===== src/rtl/channel_arbiter_16_pkg.sv =====
// Shared types and constants for the 16-channel round-robin arbiter.
// Holds the FSM encoding, channel count, select width and grant reset value.
package channel_arbiter_16_pkg;

   typedef enum logic [1:0] {
      ST_IDLE  = 2'd0,
      ST_RUN   = 2'd1,
      ST_DRAIN = 2'd2
   } state_e;

   localparam int NUM_CH = 16;
   localparam int SEL_W  = 8;

   // Channel 0 has first priority after reset.
   localparam logic [3:0] LAST_GRANT_RST = 4'd15;

endpackage


===== src/rtl/channel_arbiter_16_mux16.sv =====
// mux16: 16-to-1 data multiplexer.
// Ports: data_i (16*WIDTH), sel_i (4) -> data_o (WIDTH).
module mux16 #(
   parameter int WIDTH = 16
) (
   input  logic [16*WIDTH-1:0] data_i,
   input  logic [3:0]          sel_i,
   output logic [WIDTH-1:0]    data_o
);

   assign data_o = data_i[sel_i*WIDTH +: WIDTH];

endmodule


===== src/rtl/channel_arbiter_16_rr_pick16.sv =====
// rr_pick16: rotating-priority search over 16 requests.
// Ports: req_i (16), last_i (4) -> idx_o (4), found_o. Purely combinational.
module rr_pick16 (
   input  logic [15:0] req_i,
   input  logic [3:0]  last_i,
   output logic [3:0]  idx_o,
   output logic        found_o
);

   logic [3:0] cand;

   // Scan from farthest to nearest so the nearest hit after last_i wins.
   always_comb begin
      idx_o   = '0;
      found_o = 1'b0;
      cand    = '0;
      for (int k = 16; k >= 1; k--) begin
         cand = last_i + 4'(k);
         if (req_i[cand]) begin
            idx_o   = cand;
            found_o = 1'b1;
         end
      end
   end

endmodule


===== src/rtl/channel_arbiter_16.sv =====
// channel_arbiter_16: round-robin arbiter of 16 valid/ready channels into one
// registered output. Ports: clk, rst, enable, req_valid/req_data/req_ready,
// out_valid/out_ready/out_data/out_sel, busy. Optional xfer_count port when
// CHANNEL_ARBITER_16_XFER_CNT_EN is defined.
module channel_arbiter_16
   import channel_arbiter_16_pkg::*;
#(
   parameter int WIDTH = 16
) (
   input  logic                    clk,
   input  logic                    rst,
   input  logic                    enable,
   input  logic [NUM_CH-1:0]       req_valid,
   input  logic [NUM_CH*WIDTH-1:0] req_data,
   output logic [NUM_CH-1:0]       req_ready,
   output logic                    out_valid,
   input  logic                    out_ready,
   output logic [WIDTH-1:0]        out_data,
   output logic [SEL_W-1:0]        out_sel,
`ifdef CHANNEL_ARBITER_16_XFER_CNT_EN
   output logic [15:0]             xfer_count,
`endif
   output logic                    busy
);

   state_e           state_q, state_d;
   logic             valid_q, valid_d;
   logic [WIDTH-1:0] data_q, data_d;
   logic [3:0]       sel_q, sel_d;
   logic [3:0]       last_q, last_d;

   logic [3:0]       pick_idx;
   logic             pick_found;
   logic [WIDTH-1:0] pick_data;
   logic             slot_free;
   logic             grant;

   rr_pick16 u_pick (
      .req_i   (req_valid),
      .last_i  (last_q),
      .idx_o   (pick_idx),
      .found_o (pick_found)
   );

   mux16 #(.WIDTH(WIDTH)) u_mux (
      .data_i (req_data),
      .sel_i  (pick_idx),
      .data_o (pick_data)
   );

   assign slot_free = !valid_q || out_ready;
   assign grant     = (state_q == ST_RUN) && slot_free
                      && pick_found && !rst;

   always_comb begin
      state_d = state_q;
      unique case (state_q)
         ST_IDLE:  if (enable) state_d = ST_RUN;
         ST_RUN:   if (!enable) state_d = ST_DRAIN;
         ST_DRAIN: begin
            if (enable) state_d = ST_RUN;
            else if (slot_free) state_d = ST_IDLE;
         end
         default:  state_d = ST_IDLE;
      endcase
   end

   always_comb begin
      req_ready = '0;
      valid_d   = valid_q;
      data_d    = data_q;
      sel_d     = sel_q;
      last_d    = last_q;
      if (grant) begin
         req_ready[pick_idx] = 1'b1;
         valid_d = 1'b1;
         data_d  = pick_data;
         sel_d   = pick_idx;
         last_d  = pick_idx;
      end else if (out_ready) begin
         valid_d = 1'b0;
      end
   end

   always_ff @(posedge clk) begin
      if (rst) begin
         state_q <= ST_IDLE;
         valid_q <= 1'b0;
         data_q  <= '0;
         sel_q   <= '0;
         last_q  <= LAST_GRANT_RST;
      end else begin
         state_q <= state_d;
         valid_q <= valid_d;
         data_q  <= data_d;
         sel_q   <= sel_d;
         last_q  <= last_d;
      end
   end

`ifdef CHANNEL_ARBITER_16_XFER_CNT_EN
   logic [15:0] cnt_q;

   always_ff @(posedge clk) begin
      if (rst) cnt_q <= '0;
      else if (valid_q && out_ready) cnt_q <= cnt_q + 16'd1;
   end

   assign xfer_count = cnt_q;
`endif

   assign out_valid = valid_q;
   assign out_data  = data_q;
   assign out_sel   = {{(SEL_W-4){1'b0}}, sel_q};
   assign busy      = (state_q == ST_RUN) || (state_q == ST_DRAIN);

endmodule


===== config.mk =====
export PLATFORM = sky130hd
export DESIGN_NAME = channel_arbiter_16
export DESIGN_NICKNAME = d
export VERILOG_FILES = /design/src/rtl/channel_arbiter_16_pkg.sv /design/src/rtl/channel_arbiter_16_mux16.sv /design/src/rtl/channel_arbiter_16_rr_pick16.sv /design/src/rtl/channel_arbiter_16.sv
export SDC_FILE = /design/constraint.sdc
export NUM_CORES = 1
export LEC_CHECK = 0
export ABC_CLOCK_PERIOD_IN_PS = 10050
export BUFFER_PORTS_ARGS = -buffer_cell sky130_fd_sc_hd__buf_2
export CORE_AREA = 3 3 122 124
export DETAILED_ROUTE_END_ITERATION = 10
export DIE_AREA = 0 0 125 127
export MAX_ROUTING_LAYER = met4
export PLACE_DENSITY = 0.76
export SLEW_MARGIN = 5
export SYNTH_ARGS = -nofsm -noshare
export SYNTH_HDL_FRONTEND = slang
export SYNTH_HIERARCHICAL = 1
export SYNTH_SLANG_ARGS = --single-unit

===== constraint.sdc =====
create_clock -name clk -period 10.05 [get_ports clk]
set_input_delay 0.5025 -clock clk [delete_from_list [all_inputs] [get_ports clk]]
set_output_delay 0.5025 -clock clk [all_outputs]
set_load 0.03 [all_outputs]

==> results.md <==
* Post-Syn Instances at 535
* Final setup violation count at 0
* Total power draw at 3160 uW
* Final wirelength at 25.5 mm
* Initial antenna violation count at 19
* Setup TNS at 0 ns
* All-layer global routing usage at 0.309
* Worst path slowest cell: dfxtp_1
* CTS Buf Count at 3
* RR Startpoint: last_q[1]$_SDFFE_PP1P_
* Initial DRC count at 748
* Wire per inst at 25.3 um
* Sequential area share after synthesis at 0.103
* PostCTS Resize Cnt at 0
* Final hold vios at 0
* Reg area at 541 sq um
* Synth Area per Inst at 9.80 sq um
* Crit end category: output port
* Async S/R FF share, synth at 0
* Data arrival, critical path at 6.26 ns
* Worst skew pair latency at 0.26 ns
* Kind of critical path: flip-flop to output port
* Post-Syn Area at 5250 sq um
* Largest net degree at the start of global routing at 68
* First-pass DRT Iterations at 6
* VDD IR-drop max at 0.000441 V
* Nets at 1102
* Crit-path cells: clkinv_1 -> ha_1 -> clkinv_1 -> mux2i_1 -> mux2i_1 -> nor2b_1 -> a221o_1 -> a211o_1 -> o21ai_4 -> buf_4 -> and4b_1 -> nand2_1 -> nor3_1 -> buf_2
* Fmax at 0.148 GHz
* Chip width at 125 um
* Startpoint types: flip-flop
* Clock buffer depth at 2
* Clock transition at path regs at 0.06 ns
* DR DRC count at 0
* CTS tree: yes
* Unrepaired setup endpoints after global routing: false
* Initial Util at 0.378
* Post-CTS Repair Setup Buffers at 0
* Ys Warns at 6
* PwrDens at 454 nW/um^2
* Hold_buf cts at 0
* Post-Place Cell Area at 6830 sq um
* Max_slew headroom at 0.201
* Status: complete, no violations
* Period minus WS final at 6.76 ns
* H-tree Lvls at 1
* Row Count at 43
* Root Driver: clkbuf_16
* Worst Setup SP: last_q[2]$_SDFFE_PP1P_
* Max-cap viol count at 0
* Critical Path RT at 9.55 ns
* Worst path bufs/invs at 4
* Fillers at 1405
* Die Y at 127 um
* Largest stage delay on the critical path at 0.87 ns
* Critical path's top delay family: buffers and inverters
* First-pass GRT wire length at 35.9 mm
* Setup Skew at 0.00674 ns
* Post-synthesis cell type count at 65
* Static leakage at 0.00319 uW
* Post-DRT Antenna Nets at 0
* Port bufs at 313
* Clock Sinks at 27
* GP Congestion at 0.983
* Worst Hold Launch: sel_q[2]$_SDFFE_PP0P_
* Die area at 15900 sq um
* Main synth FF type: dfxtp_1
* Hold Crit Class: flip-flop to flip-flop
* Top fanout value on the critical path at 62
* Multi-input logic area at 4340 sq um
* IO Count at 318
* Number of global-route vias before repair at 5737
* Share of cells above drive strength 1 at 0.512
* Flops & latches, synth at 27
* Core Area at 13900 sq um
* Pins Over Slew Limit at 0
* Worst-Margin Slew at 1.20 ns
* GRT overflow at 0
* Layout area overhead at 32.5%
* Via count at 6149
* R2r setup slk at 3.68 ns
* Detailed Place HPWL at 21.6 mm
* Crit share post-route at 0.673
* Fin area at 6950 sq um
* Drt via density at 6.09
* EDFF count, synth at 0
==> power by group <==
part	total, uW	leakage (uW)	internal [uW]	switching [uW]
clock network	92.5	0.0000383	54.4	38.2
logic	2860	0.00293	1270	1590
registers	205	0.000220	155	50.9
total	3160	0.00319	1470	1680
==> metrics by stage <==
stage / hold slack, ns / setup WS, ns / util / std cells
3_3_place_gp: 0.478 / 3.75 / 0.492 / 989
4_1_cts: 0.496 / 3.33 / 0.498 / 993
3_5_place_dp: 0.486 / 3.63 / 0.492 / 989
5_1_grt: 0.532 / 2.84 / 0.500 / 1008
2_1_floorplan: 0.471 / 4.71 / - / 538
6_report: 0.492 / 3.29 / 0.501 / 1010
==> cell type report <==
class | count | share of cell area
flip-flops and latches | 27 | 0.0778
well taps | 180 | 0.0324
clock buffers | 4 | 0.0113
diodes | 17 | 0.00612
multi-input cells | 435 | 0.624
inverters | 29 | 0.0157
repair buffers | 318 | 0.233
==> cells by family (layout without fill, tap and decap cells) <==
| family | count (synthesis) | after routing | share of synthesized area |
|---|---|---|---|
| compound gates | 139 | 139 | 0.179 |
| simple gates | 145 | 145 | 0.135 |
| flops | 27 | 27 | 0.103 |
| other cells | 1 | 21 | 0.000715 |
| mux | 124 | 124 | 0.455 |
| buf+inv | 76 | 351 | 0.0766 |
| fa+ha+maj | 12 | 12 | 0.0286 |
| xor+xnor | 11 | 11 | 0.0212 |
==> synthesized netlist by cell type, types with 2 or more instances <==
| master | n | area (sq um) |
|---|---|---|
| nor4_2 | 3 | 37.5 |
| o21ai_0 | 30 | 150 |
| o21ai_1 | 4 | 20.0 |
| o22ai_1 | 3 | 18.8 |
| buf_4 | 8 | 60.1 |
| nand2_1 | 64 | 240 |
| buf_2 | 14 | 70.1 |
| nor2b_1 | 11 | 68.8 |
| or2_2 | 2 | 12.5 |
| a22oi_1 | 33 | 248 |
| nor4_1 | 2 | 12.5 |
| nor3_1 | 9 | 45.0 |
| xor2_1 | 3 | 26.3 |
| ha_1 | 12 | 150 |
| o211ai_1 | 27 | 203 |
| nand3_1 | 8 | 40.0 |
| clkbuf_1 | 14 | 52.6 |
| mux4_1 | 13 | 342 |
| nand2b_1 | 6 | 37.5 |
| buf_6 | 7 | 78.8 |
| a221oi_1 | 3 | 26.3 |
| a21oi_1 | 16 | 80.1 |
| or3_1 | 2 | 12.5 |
| o21bai_1 | 4 | 30.0 |
| mux4_2 | 74 | 1670 |
| buf_1 | 3 | 11.3 |
| nor2_1 | 24 | 90.1 |
| mux2_2 | 8 | 90.1 |
| mux2i_1 | 29 | 290 |
| and2_1 | 2 | 12.5 |
| dfxtp_1 | 27 | 541 |
| xnor2_1 | 6 | 52.6 |
| inv_1 | 26 | 97.6 |
| clkinv_1 | 3 | 11.3 |
| a222oi_1 | 2 | 20.0 |
| a31oi_1 | 4 | 25.0 |
==> flip-flops by register name, indices dropped and copies added, names as in the netlist <==
register   count
last_q         4
state_q        2
sel_q          4
out_data      16
out_valid      1
==> cell usage in the layout (no fill, tap or decap), drive strengths merged, types with 3 or more instances in the layout <==
master  synthesis  final
a21oi          16     16
a221oi          4      4
a22oi          33     33
a31oi           4      4
buf            33    318
clkbuf         14      4
clkinv          3      3
conb            1      4
dfxtp          27     27
diode           0     17
ha             12     12
inv            26     26
mux2            8      8
mux2i          29     29
mux4           87     87
nand2          65     65
nand2b          6      6
nand3           8      8
nor2           24     24
nor2b          11     11
nor3           10     10
nor4            5      5
o211ai         27     27
o21ai          34     34
o21bai          4      4
o22ai           3      3
or2             3      3
xnor2           7      7
xor2            4      4
==> worst register-to-register path, delay by kind of cell, from the launching register on <==
family | cells | cell delay, ns
and+or+nand+nor | 4 | 0.60
DFF | 1 | 0.81
buffers and inverters | 3 | 0.88
muxes | 2 | 1.16
xor gates and xnor gates | 1 | 0.89
AOI/OAI and AO/OA | 5 | 1.60
adders and majority gates | 1 | 0.31
==> routing by layer <==
| metal | GRT usage | wire (um) | vias to the layer above |
|---|---|---|---|
| met1 | 0.391 | 9540 | 3004 |
| met4 | 0.142 | 918 | 0 |
| li1 | - | - | 2711 |
| met2 | 0.498 | 12900 | 388 |
| met3 | 0.0410 | 2130 | 46 |
| met5 | - | 0 | - |
==> path summary, 6_finish.rpt <==
check,depth (start not counted),end
hold reg to reg,2,sel_q[2]$_SDFFE_PP0P_
setup reg to reg,16,out_data[3]$_SDFFE_PP0P_
hold / removal,2,sel_q[2]$_SDFFE_PP0P_
setup / recovery,14,req_ready[10]
No activity file was read; power rests on OpenSTA's default activity.
